### config.mk
export PLATFORM = sky130hd
export DESIGN_NAME = led_pwm_fade
export DESIGN_NICKNAME = d
export VERILOG_FILES = /design/src/rtl/led_pkg.sv /design/src/rtl/led_pwm_channel.sv /design/src/rtl/led_pwm_fade.sv
export SDC_FILE = /design/constraint.sdc
export NUM_CORES = 1
export LEC_CHECK = 0
export ABC_AREA = 1
export CAP_MARGIN = 20
export CELL_PAD_IN_SITES_DETAIL_PLACEMENT = 1
export CELL_PAD_IN_SITES_GLOBAL_PLACEMENT = 2
export CORE_MARGIN = 10
export CORE_UTILIZATION = 41
export DETAILED_ROUTE_END_ITERATION = 10
export GPL_ROUTABILITY_DRIVEN = 0
export PLACE_DENSITY = 0.91
export SLEW_MARGIN = 10
export SYNTH_ARGS = -nofsm -noshare
export SYNTH_HDL_FRONTEND = slang
export SYNTH_SLANG_ARGS = --single-unit
### constraint.sdc
create_clock -name clk -period 3.5 [get_ports clk]
set_input_delay 0.525 -clock clk [delete_from_list [all_inputs] [get_ports clk]]
set_output_delay 0.525 -clock clk [all_outputs]
set_load 0.05 [all_outputs]
### src/rtl/led_pkg.sv
// Shared types and helpers for the PWM LED fader.
package led_pkg;

  localparam int PWM_BITS_DEF = 8;

  typedef logic [PWM_BITS_DEF-1:0] led_level_t;

  // Saturating decrement, computed at 32 bits so a step wider than the level cannot wrap.
  function automatic logic [31:0] sat_dec(input logic [31:0] level, input logic [31:0] step);
    logic [31:0] res;
    if (level > step) begin
      res = level - step;
    end else begin
      res = 32'd0;
    end
    return res;
  endfunction

endpackage

### src/rtl/led_pwm_channel.sv
// One LED channel: afterglow level, period-aligned duty shadow and PWM compare flop.
module led_pwm_channel
  import led_pkg::*;
#(
  parameter int PWM_BITS   = PWM_BITS_DEF,
  parameter int DECAY_STEP = 8
) (
  input  logic                clk,
  input  logic                rst_n,
  input  logic                en,
  input  logic [PWM_BITS-1:0] brightness,
  input  logic                led_bit,
  input  logic [PWM_BITS-1:0] pwm_cnt,
  input  logic                decay_tick,
  input  logic                period_end,
  output logic                led
);

  logic [PWM_BITS-1:0] level;
  logic [PWM_BITS-1:0] level_next;
  logic [PWM_BITS-1:0] duty;

  // Next afterglow level: disable clears, a lit input reloads, a decay tick steps down.
  always_comb begin
    level_next = level;
    if (!en) begin
      level_next = {PWM_BITS{1'b0}};
    end else if (led_bit) begin
      level_next = brightness;
    end else if (decay_tick) begin
      level_next = PWM_BITS'(sat_dec(32'(level), 32'(DECAY_STEP)));
    end else begin
      level_next = level;
    end
  end

  // Level, duty shadow (only refreshed on the last slot so a period never glitches) and output.
  always_ff @(posedge clk or negedge rst_n) begin
    if (!rst_n) begin
      level <= {PWM_BITS{1'b0}};
      duty  <= {PWM_BITS{1'b0}};
      led   <= 1'b0;
    end else begin
      level <= level_next;
      if (period_end) begin
        duty <= level;
      end else begin
        duty <= duty;
      end
      led <= en & (duty > pwm_cnt);
    end
  end

endmodule

### src/rtl/led_pwm_fade.sv
// PWM brightness and linear-fade afterglow for the debug LED pattern.
module led_pwm_fade
  import led_pkg::*;
#(
  parameter int NUM_LED    = 16,
  parameter int PWM_BITS   = PWM_BITS_DEF,
  parameter int DECAY_DIV  = 390625,
  parameter int DECAY_STEP = 8
) (
  input  logic                clk,
  input  logic                rst_n,
  input  logic                en,
  input  logic [PWM_BITS-1:0] brightness,
  input  logic [NUM_LED-1:0]  led_in,
  output logic [NUM_LED-1:0]  led_out,
  output logic                pwm_sync
);

  localparam int                  PRE_W    = (DECAY_DIV > 1) ? $clog2(DECAY_DIV) : 1;
  localparam logic [PRE_W-1:0]    PRE_LAST = PRE_W'(DECAY_DIV - 1);
  localparam logic [PWM_BITS-1:0] CNT_LAST = {PWM_BITS{1'b1}};

  logic [NUM_LED-1:0]  led_q;
  logic [PWM_BITS-1:0] pwm_cnt;
  logic [PRE_W-1:0]    prescaler;
  logic                decay_tick;
  logic                period_end;

  assign decay_tick = (prescaler == PRE_LAST);
  assign period_end = (pwm_cnt == CNT_LAST);

  // Input stage, free-running PWM counter, decay prescaler and period-start marker.
  always_ff @(posedge clk or negedge rst_n) begin
    if (!rst_n) begin
      led_q     <= {NUM_LED{1'b0}};
      pwm_cnt   <= {PWM_BITS{1'b0}};
      prescaler <= {PRE_W{1'b0}};
      pwm_sync  <= 1'b0;
    end else begin
      led_q   <= led_in;
      pwm_cnt <= pwm_cnt + PWM_BITS'(1);
      if (decay_tick) begin
        prescaler <= {PRE_W{1'b0}};
      end else begin
        prescaler <= prescaler + PRE_W'(1);
      end
      pwm_sync <= (pwm_cnt == {PWM_BITS{1'b0}});
    end
  end

  for (genvar i = 0; i < NUM_LED; i++) begin : g_ch
    led_pwm_channel #(
      .PWM_BITS  (PWM_BITS),
      .DECAY_STEP(DECAY_STEP)
    ) u_ch (
      .clk       (clk),
      .rst_n     (rst_n),
      .en        (en),
      .brightness(brightness),
      .led_bit   (led_q[i]),
      .pwm_cnt   (pwm_cnt),
      .decay_tick(decay_tick),
      .period_end(period_end),
      .led       (led_out[i])
    );
  end

endmodule
==> results.md <==
- Fin. Hold Viols: 0
- Met3 Use GR: 3.30%
- CP required: 2970 ps
- Least-Margin Pin Slew: 862 ps
- CTS buffer count: 39
- Internal power: 6.83 mW
- Placed insts: 2938
- Die area: 0.0535 mm²
- Start of the worst register-to-register path: pwm_cnt[3]
- Post-synthesis sequential area ratio: 43.2%
- CP max FO: 1
- PostCTS Resize Cnt: 0
- Post CTS Setup Buffer Count: 0
- Final Net Count: 2563
- Vias in the first global route: 16944
- Worst path cell trace: clkdlybuf4s50_1
- Routed WL per cell: 18.3 µm
- Delay-heaviest family, CP: buffers and inverters
- Buffers on Ports: 43
- Hold path startpoint: led_in[2]
- GR peak layer: met2
- Largest net degree at the start of global routing: 75
- Initial DRC count: 857
- Slew HR: 42.5%
- Worst-Skew Late Latency: 560 ps
- Setup TNS: 0 ps
- Fmax: 417 MHz
- Syn avg cell area: 7.76 µm²
- Worst VDD drop: 0.000292 V
- Antenna cells: 0
- Synth cell types: 26
- Final min period: 2400 ps
- FILL cells: 5361
- Layout cells sized above 1: 4.51%
- Post-Synthesis Cell Area: 0.0183 mm²
- Die Ht: 231 µm
- P_leak: 10.7 nW
- Max Clock Skew: 13.9 ps
- CTS Buffer Depth: 3
- Buf/Inv on CP: 1
- H-tree levels: 2
- Final setup vio count: 0
- Final period utilization: 68.4%
- Post-Syn Instances: 2358
- Num ports: 44
- Core Area: 0.0442 mm²
- Crit-path slowest cell: clkdlybuf4s50_1
- Ys flop type: dfrtp_1
- Clk slew on worst S/H paths: 60 ps
- Die W: 231 µm
- Via Count: 15812
- Crit. End Element: output port
- Post-synth EDFFs: 0
- Ys async rst share: 100%
- Drt drc: 0
- Root Buffer: clkbuf_16
- Fin cells: 3009
- PD cells: 457 mW/mm²
- Initial Utilization: 41.4%
- Area delta synth->final: 13.1%
- Clock share of power: 44.7%
- CTS tree: yes
- HPWL after DPL: 37000 µm
- First-pass GRT wire length: 90000 µm
- Antenna viol nets, final: 0
- Fraction of power spent switching nets: 27.8%
- Pre-antenna DRT Iters: 5
- CP startpoint kind: flip-flop
- Hold buffers post-CTS: 1
- Arr. time, crit path: 1870 ps
- Core Rows: 77
- CTS Sinks: 316
- Crit. Startpoint: g_ch[14].u_ch.led
- Sw power: 2.64 mW
- Comb pwr share: 13.2%
- Max Slew Vio Count: 0
- Total Routing Usage GR: 20.8%
- Status: completed
- Mapped Nets: 2533
- Crit Path Category: flip-flop to output port
- Hold Path Class: input pin to flip-flop
- Initial antenna violation count: 0
- GRT overflow: 0
- Max cap viols: 0
- Post-route cell area: 0.0207 mm²
- Part of the power in registers: 42.1%
- Global routing usage on met1: 25.7%
- Max incr delay on CP: 860 ps
- RSZ-0062 raised after global routing: no
- Via density: 5.25
- Dpl cell area: 0.0194 mm²
- Yosys reg bits: 316
- Yosys warns: 0
- Met2 Track Usage GR: 36.3%
- DRT Wirelength: 55200 µm
==> per-stage QoR <==
stage | worst slack [ps] | total power, mW | util [%] | hold WS, ps
3_5_place_dp | 1160 | 5.29 | 43.8 | 484
5_1_grt | 993 | 9.95 | 46.8 | 389
4_1_cts | 1070 | 9.57 | 46.8 | 380
6_report | 1100 | 9.47 | 46.8 | 406
2_1_floorplan | 1500 | 4.85 | - | 229
3_3_place_gp | 1280 | 5.24 | 43.8 | 477
==> path summary, 6_finish.rpt <==
| kind | to | slack (ps) | cells past startpoint |
|---|---|---|---|
| max | led_out[14] | 1100 | 1 |
| min reg2reg | g_ch[1].u_ch.duty[2] | 490 | 1 |
| min in group asynchronous | g_ch[0].u_ch.led | 540 | 2 |
| max reg2reg | g_ch[10].u_ch.duty[7] | 1140 | 7 |
| max in group asynchronous | prescaler[12] | 2100 | 3 |
| min | led_q[2] | 410 | 1 |
==> registers in the layout, indices dropped and copies added (netlist names) <==
register / cells
g_ch.u_ch.led: 16
g_ch.u_ch.duty: 128
g_ch.u_ch.level: 128
prescaler: 19
led_q: 16
pwm_cnt: 8
pwm_sync: 1
==> cells in the mapped netlist, types with 2 or more instances <==
master | instances | area [µm²]
nand2_2 | 8 | 50.1
buf_4 | 39 | 293
nor3_4 | 2 | 32.5
nand3_1 | 250 | 1250
xnor2_1 | 2 | 17.5
xor2_1 | 28 | 245
nor3_1 | 19 | 95.1
inv_1 | 256 | 961
buf_2 | 11 | 55.1
nand4_1 | 6 | 37.5
o21ai_0 | 97 | 485
clkbuf_1 | 38 | 143
o21a_1 | 98 | 736
o21ai_1 | 9 | 45.0
dfrtp_1 | 316 | 7910
buf_1 | 2 | 7.51
nand2_1 | 737 | 2770
nor2_1 | 127 | 477
ha_1 | 148 | 1850
a21oi_1 | 159 | 796
==> kinds of logic (layout without fill, tap and decap cells) <==
| group | count (synthesis) | after routing | share of synthesized area [%] |
|---|---|---|---|
| xor gates and xnor gates | 30 | 30 | 1.44 |
| AOI/OAI and AO/OA | 363 | 363 | 11.3 |
| and+or+nand+nor | 1153 | 1153 | 25.9 |
| adders and majority gates | 148 | 148 | 10.1 |
| buffers and inverters | 348 | 407 | 8.05 |
| DFF | 316 | 316 | 43.2 |
==> final cells by class <==
| type | count | area (µm²) | area share (%) |
|---|---|---|---|
| multi-input combinational | 1694 | 8920 | 43.1 |
| tap | 592 | 741 | 3.58 |
| sequential | 316 | 7910 | 38.2 |
| timing repair buffer | 80 | 836 | 4.04 |
| clock buffer | 62 | 1180 | 5.73 |
| clock inverter | 8 | 140 | 0.677 |
| inverter | 257 | 965 | 4.66 |
==> power by group through the flow <==
stage / Clock, mW / Combinational, mW / Sequential, mW
after floorplan: 0 / 0.872 / 3.98
after global placement: 0 / 1.20 / 4.04
after detailed placement: 0 / 1.25 / 4.05
after CTS: 4.33 / 1.26 / 3.98
after global routing: 4.49 / 1.45 / 4.01
final: 4.23 / 1.25 / 3.98
==> metal layers <==
metal,up-vias,share of wire [%]
li1,7678,-
met1,7820,44
met2,205,49
met3,109,3.4
met4,0,3.4
met5,-,0
==> placed cells by master (no fill, tap or decap) <==
master,count
nand3b_1,1
nand4_1,6
nor2_1,127
nand2_2,7
nor3_1,19
clkdlybuf4s50_1,41
dlygate4sd3_1,1
o21ai_1,9
dfrtp_1,316
ha_1,148
clkbuf_16,41
buf_12,10
a21oi_1,159
clkinv_2,4
nand2_4,1
nand3_1,250
o21a_1,98
o21ai_0,97
bufinv_16,4
clkbuf_8,8
nor3_4,2
nor2_2,1
inv_1,255
clkbuf_1,13
xnor2_1,2
nor4_1,1
xor2_1,28
nor2_4,1
buf_8,1
nand2_1,737
inv_2,2
buf_4,26
buf_2,1
(Power assumes the default switching activity.)
